**src/rtl/addr_reg_xy_decode_seq.sv**
```systemverilog
// Serially loaded memory address register with X-low/Y/X-high one-hot select decode.
// Optional even-parity check on the serial load, enabled by defining ADDR_PARITY_EN.
module addr_reg_xy_decode_seq #(
    parameter int XL_BITS = 3,
    parameter int Y_BITS  = 3,
    parameter int XH_BITS = 3
) (
    input  logic                                  CLK,
    input  logic                                  RESETN,
    input  logic                                  LOAD,
    input  logic                                  TR_BIT,
    input  logic                                  TR_VALID,
    input  logic                                  INC,
    input  logic                                  SEL_EN,
    output logic [XL_BITS+Y_BITS+XH_BITS-1:0]     ADDR,
    output logic                                  BUSY,
    output logic                                  DONE,
    output logic [(2**XL_BITS)-1:0]               AXL_N,
    output logic [(2**Y_BITS)-1:0]                AY_N,
    output logic [(2**XH_BITS)-1:0]               AXH_N,
    output logic                                  PAR_ERR
);

    localparam int A_BITS = XL_BITS + Y_BITS + XH_BITS;
`ifdef ADDR_PARITY_EN
    localparam int N_BITS = A_BITS + 1;
`else
    localparam int N_BITS = A_BITS;
`endif
    localparam int CNT_W = $clog2(N_BITS + 1);
    localparam logic [CNT_W-1:0] LAST_CNT = CNT_W'(N_BITS - 1);
    localparam int NXL = 2 ** XL_BITS;
    localparam int NY  = 2 ** Y_BITS;
    localparam int NXH = 2 ** XH_BITS;

    typedef enum logic [1:0] {
        S_IDLE  = 2'd0,
        S_SHIFT = 2'd1,
        S_READY = 2'd2
    } state_t;

    state_t              state_q, state_d;
    logic [A_BITS-1:0]   addr_q, addr_d;
    logic [CNT_W-1:0]    cnt_q, cnt_d;
    logic                done_q, done_d;
    logic [NXL-1:0]      axl_q, axl_d;
    logic [NY-1:0]       ay_q, ay_d;
    logic [NXH-1:0]      axh_q, axh_d;
    logic                sel_on;

    logic [XL_BITS-1:0]  xl_f;
    logic [Y_BITS-1:0]   y_f;
    logic [XH_BITS-1:0]  xh_f;

`ifdef ADDR_PARITY_EN
    logic                par_err_q, par_err_d;
`endif

    assign xl_f = addr_q[XL_BITS-1:0];
    assign y_f  = addr_q[XL_BITS+Y_BITS-1:XL_BITS];
    assign xh_f = addr_q[A_BITS-1:XL_BITS+Y_BITS];

    always_comb begin
        state_d = state_q;
        addr_d  = addr_q;
        cnt_d   = cnt_q;
        done_d  = 1'b0;
`ifdef ADDR_PARITY_EN
        par_err_d = par_err_q;
`endif
        // LOAD restarts the load from any state, including mid-shift
        if (LOAD) begin
            state_d = S_SHIFT;
            addr_d  = '0;
            cnt_d   = '0;
`ifdef ADDR_PARITY_EN
            par_err_d = 1'b0;
`endif
        end else begin
            case (state_q)
                S_SHIFT: begin
                    if (TR_VALID) begin
                        cnt_d = cnt_q + 1'b1;
`ifdef ADDR_PARITY_EN
                        if (cnt_q < CNT_W'(A_BITS)) begin
                            addr_d[cnt_q] = TR_BIT;
                        end else begin
                            par_err_d = TR_BIT ^ (^addr_q);
                        end
`else
                        addr_d[cnt_q] = TR_BIT;
`endif
                        if (cnt_q == LAST_CNT) begin
                            state_d = S_READY;
                            done_d  = 1'b1;
                            cnt_d   = '0;
                        end
                    end
                end
                S_READY: begin
                    if (INC) begin
                        addr_d = addr_q + 1'b1;
                    end
                end
                default: ;
            endcase
        end
    end

    // Selects only assert when READY holds across the edge, so SHIFT is always clear
    always_comb begin
        sel_on = (state_q == S_READY) && (state_d == S_READY) && SEL_EN;
`ifdef ADDR_PARITY_EN
        sel_on = sel_on && !par_err_q;
`endif
        axl_d = '1;
        ay_d  = '1;
        axh_d = '1;
        if (sel_on) begin
            axl_d[xl_f] = 1'b0;
            ay_d[y_f]   = 1'b0;
            axh_d[xh_f] = 1'b0;
        end
    end

    always_ff @(posedge CLK) begin
        if (!RESETN) begin
            state_q <= S_IDLE;
            addr_q  <= '0;
            cnt_q   <= '0;
            done_q  <= 1'b0;
            axl_q   <= '1;
            ay_q    <= '1;
            axh_q   <= '1;
`ifdef ADDR_PARITY_EN
            par_err_q <= 1'b0;
`endif
        end else begin
            state_q <= state_d;
            addr_q  <= addr_d;
            cnt_q   <= cnt_d;
            done_q  <= done_d;
            axl_q   <= axl_d;
            ay_q    <= ay_d;
            axh_q   <= axh_d;
`ifdef ADDR_PARITY_EN
            par_err_q <= par_err_d;
`endif
        end
    end

    assign ADDR  = addr_q;
    assign BUSY  = (state_q == S_SHIFT);
    assign DONE  = done_q;
    assign AXL_N = axl_q;
    assign AY_N  = ay_q;
    assign AXH_N = axh_q;
`ifdef ADDR_PARITY_EN
    assign PAR_ERR = par_err_q;
`else
    assign PAR_ERR = 1'b0;
`endif

endmodule

```
**config.mk**
```make
export PLATFORM = sky130hd
export DESIGN_NAME = addr_reg_xy_decode_seq
export DESIGN_NICKNAME = d
export VERILOG_FILES = /design/src/rtl/addr_reg_xy_decode_seq.sv
export SDC_FILE = /design/constraint.sdc
export NUM_CORES = 1
export LEC_CHECK = 0
export ABC_CLOCK_PERIOD_IN_PS = 2700
export BUFFER_PORTS_ARGS = -buffer_cell sky130_fd_sc_hd__buf_2
export CORE_MARGIN = 2
export CORE_UTILIZATION = 56
export CTS_CLUSTER_SIZE = 30
export DETAILED_ROUTE_END_ITERATION = 10
export GPL_ROUTABILITY_DRIVEN = 0
export HOLD_SLACK_MARGIN = 0.12
export PLACE_DENSITY = 0.83
export SKIP_CTS_REPAIR_TIMING = 1
export SYNTH_ARGS = -nofsm -noshare
export SYNTH_HDL_FRONTEND = slang
export SYNTH_SLANG_ARGS = --single-unit
export TNS_END_PERCENT = 50
```
**constraint.sdc**
```tcl
create_clock -name CLK -period 2.7 [get_ports CLK]
set_input_delay 0.54 -clock CLK [delete_from_list [all_inputs] [get_ports CLK]]
set_output_delay 0.54 -clock CLK [all_outputs]
set_load 0.1 [all_outputs]
```
* Yosys cells after proc, flatten, opt, wreduce, memory -nomap -nowiden *
Index checks and enable logic that the tools add are counted.

storage, ports and cells
  memory bits (read-only) = 0
  bits in registers = 40
  memories kept = 0
  memory bits (writable) = 0
  bits in latches = 0

operators by class
  equal/unequal tests = 6
  order comparisons = 8
  divide/modulo/power cells = 0
  add/sub/neg operators = 2
  mux-type cells = 18
  bitwise gates (word level) = 6
  reduce and logical (&&, ||, !) cells = 12
  shift-type cells = 0
  multiply operators = 0

operators by type and width
  operator                                                           number
  NOT 8 bit                                                          3
  2-to-1 mux 9 bit                                                   2
  one-hot mux 9 bit (2 select lines)                                 1
  less-than comparator 3 x 4 -> 1 bit, second input constant         3
  adder 9 x 1 -> 9 bit, second input constant                        1
  bitwise mux 9 bit                                                  1
  demux 1 bit (select 3 bit)                                         3
  greater-or-equal comparator 3 x 1 -> 1 bit, second input constant  3
  2-to-1 mux 2 bit                                                   4
  logical AND 1 bit                                                  6
  less-than comparator 4 x 5 -> 1 bit, second input constant         1
  2-to-1 mux 1 bit                                                   5
  adder 4 x 1 -> 4 bit, second input constant                        1
  demux 1 bit (select 4 bit)                                         1
  equality test 2 bit, second input constant                         2
  equality test 4 bit, second input constant                         1
  greater-or-equal comparator 4 x 1 -> 1 bit, second input constant  1
  2-to-1 mux 4 bit                                                   1
  inequality test 2 bit, second input constant                       2
  AND reduction 2 bit                                                2
  OR reduction 4 bit                                                 1
  NOT 1 bit                                                          3
  AND reduction 3 bit                                                1
  equality test 2 x 1 -> 1 bit, second input constant                1
  other kinds (2)                                                    2

* Logic depth before layout (Yosys ltp) *
Gate-level depths: netlist of the first run.

  depth after elaboration = 9
  depth in mapped cells = 6
  gate-level depth less buffers = 6

* Worst setup path after synthesis of the first run *
No wires, ideal clock.

  path kind = reg-to-output
  start = register state_q[0]
  end = output port BUSY
  data required time = 2.160 ns
  cell stages (with the launch flop) = 2
  path slack = 0.429 ns
  data arrival time = 1.731 ns
  cells stage by stage = dfxtp_1 > nor2b_1

on the way
  word-level cells in the longest chain between the ends = 1

RTL lines
  what                          RTL line  source
  start: declaration            42        state_t state_q, state_d;
  start signal: assignment      139       state_q <= state_d;
  equality test 2 x 1 -> 1 bit  153       assign BUSY = (state_q == S_SHIFT);
  end: declaration              16        output logic BUSY,

Every way passes these cells.

* Worst setup path after layout of the first run *
  start = register addr_q[0], in the netlist ADDR[0]
  end = output port ADDR[0]

RTL lines
  what                      RTL line  source
  start: declaration        43        logic [A_BITS-1:0] addr_q, addr_d;
  start signal: assignment  140       addr_q <= addr_d;
  end: declaration          15        output logic [XL_BITS+Y_BITS+XH_BITS-1:0] ADDR,

No word-level cell between the ends.

==> impl_metrics.tcl, run 1 <==
set metrics [dict create \
    dpl.hpwl_um 2450 \
    worstMarginPinSlew_ns 0.525 \
    synth.ff_latch_count 40 \
    seqPwrFrac_pct 57.6 \
    synth_ff_type "dfxtp_1" \
    die-height_um 59.9 \
    reg2reg_to "AY_N[6]" \
    grt_overflow_total 0 \
    dieArea_um2 3580 \
    cts_max_level 2 \
    wl_um 3450 \
    r2r-start "state_q[1]" \
    crit_type "register to primary output" \
    drc_errors 0 \
    max-clock-path-buffers 2 \
    ant_nets 0 \
    swShare_pct 22.6 \
    first_iter_violations 38 \
    cts_tree "built" \
    fp.dieW_um 59.9 \
    ys_types 43 \
    endpoint "ADDR[0]" \
    cts-buffers-inserted 5 \
    crit_family "flip-flops" \
    end_kind "primary output" \
    synth_warnings 0 \
    fin_crit_sh_pct 71.9 \
    fin_area_um2 1990 \
    post_drt_via_cell_ratio 5.83 \
    drt-wirelength-per-cell_um 13.2 \
    start_kind "register" \
    drive_gt1_share_pct 22.3 \
    postPlaceCellArea_um2 1910 \
    worst_slack_ns 0.759 \
    irDropWorstVdd_mv 0.315 \
    post-place-ws_ns 0.829 \
    r2r.worst_path.cells 4 \
    coreArea_um2 3000 \
    start_util_pct 58.2 \
    clk_latency_ns 0.34 \
    grtUsageTotal_pct 19.7 \
    synth_area_um2 1750 \
    fin_nets 240 \
    tns_ns 0 \
    p_int_mw 0.799 \
    hold_class "primary input to register" \
    rows 20 \
    diodes 0 \
    max_freq_mhz 515 \
    p_total_mw 1.03 \
    clock_skew_ns 0.00824 \
    synth_edf_count 0 \
    syn_inst 197 \
    hold_violations 0 \
    grt_pass1_wl_um 5350 \
    synth.avg_cell_area_um2 8.87 \
    cp-startpoint "ADDR[0]" \
    synth_nets 209 \
    num_vias 1527 \
    cp.depth 1 \
    cts.sinks 40 \
    p_per_area_nw_per_um2 519 \
    area_growth_pct 13.9 \
    critPathArrivalTime_ns 1.40 \
    cts_root_buffer "clkbuf_4" \
    grt_pass1_vias 1253 \
    maxSlewViolCount 0 \
    crit_slowest_cell "dfxtp_1" \
    fin_crit_ns 1.94 \
    async_flop_share_pct 0 \
    crit_buf_inv 1 \
    cpPeakStageDelay_ns 0.56 \
    p_leak_nw 0.765 \
    maxCapViolCount 0 \
    antenna_found_initial 0 \
    grt_max_degree 16 \
    ioPinCount 43 \
    cp_max_fo 12 \
    firstDrtPassIters 4 \
    ys_seq_area_share_pct 45.8 \
    clkSlewWorstSetupHoldPaths_ns 0.11 \
    rsz0062_at_grt "false" \
    reg2reg_slack_ns 0.97 \
    crit_chain "buf_2" \
    clockPowerShare_pct 37.4 \
    slew_headroom_pct 65.0 \
    p_comb_share_pct 4.9 \
    yosysTopAreaCell "dfxtp_1" \
    status "finished clean" \
    fin_hold_ws_ns 0.456 \
    synthTopCellsByArea "dfxtp_1, nor2_1, nand3_1" \
    synthDominantCellAreaShare_pct 45.8 \
    portBuffers 41 \
    switchingPower_mw 0.233 \
    setup_viol 0 \
    required_ns 2.16 \
]
-- stage by stage --
step	utilization, %	cells
global placement	63.6	254
floorplan	-	197
CTS	66.3	262
detailed placement	63.6	254
global route	66.3	262
finish	66.3	262
-- cells in the final DEF, fill, tap and decap left out, drive strengths merged, types with 2 or more instances in the layout --
| cell type | netlist | layout |
|---|---|---|
| nand2 | 16 | 16 |
| nand4b | 3 | 3 |
| and3b | 5 | 5 |
| o21ai | 4 | 4 |
| buf | 9 | 41 |
| nor2b | 4 | 4 |
| nand4 | 3 | 3 |
| a21o | 2 | 2 |
| ha | 5 | 5 |
| and2 | 3 | 3 |
| a31o | 2 | 2 |
| or2 | 2 | 2 |
| inv | 5 | 5 |
| nand2b | 2 | 2 |
| nand3 | 13 | 13 |
| a31oi | 4 | 4 |
| nor2 | 18 | 18 |
| clkbuf | 8 | 5 |
| mux2i | 2 | 2 |
| a211oi | 4 | 4 |
| dfxtp | 40 | 40 |
| nor4 | 2 | 2 |
| o221a | 2 | 2 |
| o211ai | 2 | 2 |
| a311oi | 2 | 2 |
| nand3b | 8 | 8 |
| nor3 | 4 | 4 |
| or3 | 2 | 2 |
| a21oi | 9 | 9 |
| o22ai | 2 | 2 |
-- worst reg2reg max path: cells and delay by family, from the launching register on --
family / cells / cell delay [ns]
simple gates: 4 / 1.20
flops: 1 / 0.44
-- cell families (layout without fill, tap and decap cells) --
| kind of cell | count (synthesis) | in the layout | share of synthesized area, % |
|---|---|---|---|
| XOR/XNOR | 1 | 1 | 0.502 |
| buffers and inverters | 22 | 54 | 5.87 |
| AO/OA/AOI/OAI | 38 | 38 | 15.4 |
| AND/OR/NAND/NOR | 88 | 88 | 27.4 |
| adder cells (fa/ha/maj) | 5 | 5 | 3.58 |
| other | 1 | 1 | 0.215 |
| flip-flops | 40 | 40 | 45.8 |
| multiplexers | 2 | 2 | 1.15 |
-- synthesized netlist by cell type, drive strengths merged, types with 2 or more instances --
master and count:
a311oi 2, nand2 16, or2 2, mux2i 2, clkbuf 8, a21o 2
nand4b 3, nor2 18, inv 5, o21ai 4, nand3b 8, or3 2
nand4 3, nand3 13, o211ai 2, a211oi 4, ha 5, buf 9
o221a 2, and3b 5, nor2b 4, and2 3, nand2b 2, a31o 2
nor3 4, dfxtp 40, nor4 2, o22ai 2, a31oi 4, a21oi 9
-- worst min-delay path by stage --
stage | start | to | slack, ns | cells past startpoint
finish | RESETN | state_q[0] | 0.46 | 2
detailed placement | ADDR[4] | AY_N[6] | 0.49 | 1
global placement | ADDR[4] | AY_N[6] | 0.47 | 1
floorplan | state_q[1] | state_q[1] | 0.52 | 2
CTS | RESETN | state_q[0] | 0.45 | 2
global route | RESETN | state_q[0] | 0.45 | 2
-- cell type report --
class                           instances  area (µm²)
Tap cell                               33        41.3
Timing Repair Buffer                   41         205
Sequential cell                        40         801
Clock inverter                          3        42.5
Multi-Input combinational cell        135         843
Clock buffer                            5        37.5
Fill cell                             270        1010
Inverter                                5        18.8
-- routing by layer --
metal / share of wire, % / global-route usage (%) / wire length, µm
met5: 0 / 0 / 0
met4: 0.84 / 11.1 / 29
met3: 5.8 / 3.90 / 201
met2: 48 / 31.1 / 1670
met1: 45 / 25.1 / 1560
-- power groups by stage --
stage / registers [mW] / clock network [mW] / logic, mW
6_report: 0.595 / 0.386 / 0.0508
4_1_cts: 0.595 / 0.393 / 0.0507
3_5_place_dp: 0.608 / 0 / 0.0505
2_1_floorplan: 0.609 / 0 / 0.0400
3_3_place_gp: 0.608 / 0 / 0.0497
5_1_grt: 0.596 / 0.416 / 0.0543
-- registers in the layout (all words and copies together), names as in the netlist --
| signal | count |
|---|---|
| cnt_q | 4 |
| state_q | 2 |
| AXH_N | 8 |
| AXL_N | 8 |
| DONE | 1 |
| AY_N | 8 |
| ADDR | 9 |
(Power assumes the default switching activity.)
==> inputs of run 2 (changes only) <==
--- a/config.mk
+++ b/config.mk
@@ -5,15 +5,16 @@
 export SDC_FILE = /design/constraint.sdc
 export NUM_CORES = 1
 export LEC_CHECK = 0
-export ABC_CLOCK_PERIOD_IN_PS = 2700
+export ABC_AREA = 1
+export ABC_CLOCK_PERIOD_IN_PS = 1600
 export BUFFER_PORTS_ARGS = -buffer_cell sky130_fd_sc_hd__buf_2
 export CORE_MARGIN = 2
-export CORE_UTILIZATION = 56
+export CORE_UTILIZATION = 47
 export CTS_CLUSTER_SIZE = 30
 export DETAILED_ROUTE_END_ITERATION = 10
 export GPL_ROUTABILITY_DRIVEN = 0
 export HOLD_SLACK_MARGIN = 0.12
-export PLACE_DENSITY = 0.83
+export PLACE_DENSITY = 0.74
 export SKIP_CTS_REPAIR_TIMING = 1
 export SYNTH_ARGS = -nofsm -noshare
 export SYNTH_HDL_FRONTEND = slang
==> constraint.sdc (replaced) <==
create_clock -name CLK -period 1.6 [get_ports CLK]
set_input_delay 0.32 -clock CLK [delete_from_list [all_inputs] [get_ports CLK]]
set_output_delay 0.32 -clock CLK [all_outputs]
set_load 0.1 [all_outputs]
==> run 2 against run 1 <==
  * Total power up 100%
  * Critical endpoint unchanged
  * Largest cell class unchanged
  * Die area up 23%
  * Highest routed layer unchanged
  * Sequential cell count unchanged
  * Final cell count up 32%
  * Register-to-register slack worse by 0.74 ns
==> impl_metrics.tcl, run 2 <==
set metrics [dict create \
    cp_max_fo 6 \
    ys_seq_area_share_pct 43.7 \
    diodes 0 \
    grt_pass1_wl_um 6070 \
    cpPeakStageDelay_ns 0.45 \
    maxSlewViolCount 0 \
    firstDrtPassIters 4 \
    start_kind "register" \
    cts_max_level 2 \
    synth_fa_ha_area_share_pct 3.42 \
    synth_top_family_by_area "simple AND/OR/NAND/NOR gates" \
    async_flop_share_pct 0 \
    synthTopCellsByArea "dfxtp_1, nand2_1, nor2_1" \
    synth.avg_cell_area_um2 7.32 \
    final_cell_count_no_fill 345 \
    synthXorXnorAreaFrac_pct 0.478 \
    rsz0062_at_grt "false" \
    yosys.area_share.simple_pct 37.9 \
    antenna_found_initial 0 \
    hold_violations 0 \
    crit_family "buffers and inverters" \
    end_kind "primary output" \
    dieArea_um2 4410 \
    hold_class "primary input to register" \
    yosys-top-cells-count "nand2_1, dfxtp_1, nor2_1" \
    crit_type "register to primary output" \
    synth_ff_type "dfxtp_1" \
    maxCapViolCount 0 \
    fp.dieW_um 66.4 \
    yosysTopAreaCell "dfxtp_1" \
    area_growth_pct 21.4 \
    synth_compound_area_share_pct 5.47 \
    setup_viol 0 \
    drt-wirelength-per-cell_um 10.3 \
    p_leak_nw 1.03 \
    start_util_pct 49.3 \
    cts.sinks 40 \
    tns_ns 0 \
    ant_nets 0 \
    fin_nets 309 \
    num_vias 1586 \
    status "finished clean" \
    crit_chain "buf_2" \
    max-clock-path-buffers 2 \
    p_per_area_nw_per_um2 930 \
    irDropWorstVdd_mv 0.619 \
    synth_edf_count 0 \
    grt_overflow_total 0 \
    rows 22 \
    syn_inst 250 \
    grt_pass1_vias 1376 \
    synth.area.mux_share_pct 0 \
    synthDominantCellAreaShare_pct 43.7 \
    clock_skew_ns 0.00892 \
    layout_commonest_cell "nand2_1" \
    drc_errors 0 \
    clkSlewWorstSetupHoldPaths_ns 0.08 \
    synth_warnings 0 \
    coreArea_um2 3720 \
    fin_crit_sh_pct 92.7 \
    cts_root_buffer "clkbuf_8" \
    clk_latency_ns 0.29 \
    crit_buf_inv 1 \
    synth_area_um2 1830 \
    first_iter_violations 79 \
    cts_tree "built" \
    yosysMostFrequentCell "nand2_1" \
    max_freq_mhz 674 \
    die-height_um 66.4 \
    grtUsageTotal_pct 18.1 \
    dp_cells 338 \
    largest_reg_flops 9 \
    synth.ff_latch_count 40 \
    required_ns 1.28 \
    fin_crit_ns 1.48 \
    cts-buffers-inserted 5 \
    layout_common_cells "nand2_1, buf_2, nor2_1, dfxtp_1, inv_1" \
    synth_nets 262 \
    portBuffers 41 \
    grt_max_degree 14 \
    crit_slowest_cell "buf_2" \
    drive_gt1_share_pct 24.9 \
    ys_types 20 \
    critPathArrivalTime_ns 1.16 \
    ioPinCount 43 \
    post_drt_via_cell_ratio 4.60 \
    dpl.hpwl_um 2690 \
    wl_um 3550 \
]
run 2: cell types whose count changed after synthesis, moves of 7 or more:
cell,change
nand2_1,+62
inv_1,+21
nor2_1,+19
clkbuf_1,-8
nand3b_1,-8
buf_2,-7
nor2_4,+7
o21ai_0,+7
run 2: through the flow:
stage | util [%] | area (µm²) | total power, mW | hold slack, ns | setup slack [ns]
global route | 59.8 | 2220 | 2.14 | 0.267 | 0.0544
CTS | 59.7 | 2220 | 2.09 | 0.251 | 0.0581
global placement | 56.3 | 2090 | 1.13 | 0.496 | 0.274
detailed placement | 56.3 | 2090 | 1.13 | 0.496 | 0.241
finish | 59.8 | 2220 | 2.07 | 0.256 | 0.116
floorplan | - | 1840 | 1.11 | 0.404 | -0.0471
run 2: cells by family (layout without fill, tap and decap cells):
logic type | count (synthesis) | after routing
AND/OR/NAND/NOR | 151 | 151
flip-flops | 40 | 40
buffers and inverters | 32 | 79
AO/OA/AOI/OAI | 20 | 20
adder cells (fa/ha/maj) | 5 | 5
other | 1 | 1
XOR/XNOR | 1 | 1
run 2: path summary, 6_finish.rpt:
path              slack, ns  depth (start not counted)  endpoint       start
setup / recovery       0.12                          1   ADDR[0]     ADDR[0]
hold / removal         0.26                          2  AXL_N[7]      RESETN
setup reg to reg       0.23                          7  cnt_q[2]    cnt_q[0]
hold reg to reg        0.52                          2  AXL_N[7]  state_q[0]
run 2: cell type report:
class,count,area [µm²]
clock inverters,2,60.1
well taps,48,60.1
inverters,28,105
fillers,352,1490
repair buffers,44,245
flip-flops and latches,40,811
multi-input cells,178,872
clock buffers,5,68.8
run 2: where the power goes:
part / switching (mW) / internal (mW) / total [mW]
sequential: 0.00619 / 0.999 / 1.01
combinational: 0.0731 / 0.0293 / 0.102
clock: 0.344 / 0.614 / 0.958
run 2: layer usage:
metal,global-route usage [%],vias up,part of all wire (%)
li1,-,865,-
met1,22.9,682,49
met2,29.0,32,45
met3,4.60,7,4.0
met4,7.65,0,1.7
met5,0,-,0
==> inputs of run 3 (changes only) <==
==> constraint.sdc (replaced) <==
create_clock -name CLK -period 1.6 [get_ports CLK]
set_input_delay 0.24 -clock CLK [delete_from_list [all_inputs] [get_ports CLK]]
set_output_delay 0.24 -clock CLK [all_outputs]
set_load 0.1 [all_outputs]
==> run 3 against run 2 <==
  * Count of clock-buffer cells in the layout up 1
  * Worst setup slack better by 0.015 ns
  * Clock skew down 0.0056 ns
  * Critical path depth up 2
  * Core utilization down 0.98 points
  * Largest power group unchanged
  * Highest routed layer unchanged
==> impl_metrics.tcl, run 3 (synthesis results as in run 2) <==
set metrics [dict create \
    fillers 376 \
    cts_tree "built" \
    post-place-ws_ns 0.208 \
    cp_max_fo 3 \
    reg2reg_to "cnt_q[2]" \
    clock_skew_ns 0.00329 \
    layout_common_cells "nand2_1, buf_2, nor2_1, dfxtp_1, inv_1" \
    fp.dieW_um 66.4 \
    clk_latency_ns 0.29 \
    firstDrtPassIters 4 \
    status "finished clean" \
    hold_violations 0 \
    critPathArrivalTime_ns 1.23 \
    r2r-start "cnt_q[0]" \
    ioPinCount 43 \
    swShare_pct 22.1 \
    hold_path_end "AXL_N[7]" \
    multiInputGateArea_um2 872 \
    cts.sinks 40 \
    grt_pass1_wl_um 5960 \
    clkSlewWorstSetupHoldPaths_ns 0.07 \
    coreArea_um2 3720 \
    worst_slack_ns 0.132 \
    reg2reg_slack_ns 0.21 \
    setup_viol 0 \
    max_freq_mhz 681 \
    grt_overflow_total 0 \
    portBuffers 41 \
    crit_chain "inv_2, nor2_4, clkbuf_4" \
    fin_crit_sh_pct 91.8 \
    crit_family "buffers and inverters" \
    max-clock-path-buffers 2 \
    crit_slowest_cell "dfxtp_2" \
    num_vias 1623 \
    p_leak_nw 1.02 \
    drc_errors 0 \
    hp-start "RESETN" \
    rows 22 \
    clockPowerShare_pct 42.2 \
    wl_um 3630 \
    dieArea_um2 4410 \
    r2r.worst_path.cells 7 \
    hold_class "primary input to register" \
    grtUsageTotal_pct 17.9 \
    required_ns 1.36 \
    fin_nets 309 \
    seq_area_um2 811 \
    cts_root_buffer "clkbuf_8" \
    cpPeakStageDelay_ns 0.37 \
    p_int_mw 1.49 \
    first_iter_violations 73 \
    drt-wirelength-per-cell_um 10.5 \
    start_kind "register" \
    grt_max_degree 14 \
    p_comb_share_pct 5.1 \
    crit_buf_inv 2 \
    diodes 0 \
    final_cell_count_no_fill 346 \
    p_per_area_nw_per_um2 873 \
    min_path_cells 2 \
    dp_cells 338 \
    irDropWorstVdd_mv 0.444 \
    maxSlewViolCount 0 \
    die-height_um 66.4 \
    dpl.hpwl_um 2720 \
    cts-buffers-inserted 5 \
    fin_crit_ns 1.47 \
    post_drt_via_cell_ratio 4.69 \
    rsz0062_at_grt "false" \
    cts_max_level 2 \
    start_util_pct 49.3 \
    seqPwrFrac_pct 52.7 \
    switchingPower_mw 0.421 \
    crit_type "register to primary output" \
    grt_pass1_vias 1418 \
    largest_reg_flops 9 \
    antenna_found_initial 0 \
    drive_gt1_share_pct 24.8 \
    ant_nets 0 \
    end_kind "primary output" \
    layout_commonest_cell "nand2_1" \
    area_growth_pct 19.4 \
    maxCapViolCount 0 \
]
## run 3: changes by cell type in the layout (fill, tap and decap cells not counted), sizes merged
cell / change
bufinv: -1
clkbuf: +1
clkinv: +1
## run 3: through the flow
step,hold WS (ns),instance area (µm²),setup TNS [ns],power (mW),utilization (%)
2_1_floorplan,0.324,1840,-0.192,1.11,-
3_3_place_gp,0.472,2080,0,1.12,55.9
3_5_place_dp,0.474,2080,0,1.13,55.9
4_1_cts,0.162,2180,0,1.93,58.8
5_1_grt,0.164,2190,0,1.99,58.8
6_report,0.170,2190,0,1.91,58.8
## run 3: worst reg2reg max path: cells and delay by family (launching register included)
kind / cells / cell delay (ns)
flops: 1 / 0.41
buf+inv: 2 / 0.15
simple gates: 4 / 0.52
fa+ha+maj: 1 / 0.23
## run 3: final cells by class
class / count / area share, %
Tap cell: 48 / 2.75
Multi-Input combinational cell: 178 / 39.9
Clock inverter: 2 / 1.60
Sequential cell: 40 / 37.1
Inverter: 28 / 4.81
Timing Repair Buffer: 44 / 10.5
Clock buffer: 6 / 3.32
## run 3: layer usage
layer	vias up	global-route usage, %	share of wire (%)
met5	-	0	0
met4	0	8.42	1.9
met3	6	5.62	5.6
met2	47	30.4	47
met1	704	20.4	45
li1	866	-	-
## run 3: worst max-delay path by stage
stage	from	end	cells after the start
final	state_q[0]	BUSY	3
after global routing	cnt_q[0]	cnt_q[2]	7
after CTS	state_q[0]	BUSY	3
after detailed placement	cnt_q[0]	cnt_q[2]	7
after global placement	state_q[1]	AXH_N[3]	5
after floorplan	state_q[0]	ADDR[0]	8
## run 3: power groups by stage
stage / clock, mW / sequential [mW] / combinational [mW]
after floorplan: 0 / 1.03 / 0.0760
after global placement: 0 / 1.03 / 0.0961
after detailed placement: 0 / 1.03 / 0.0968
after CTS: 0.828 / 1.01 / 0.0971
after global routing: 0.873 / 1.01 / 0.107
final: 0.804 / 1.01 / 0.0979
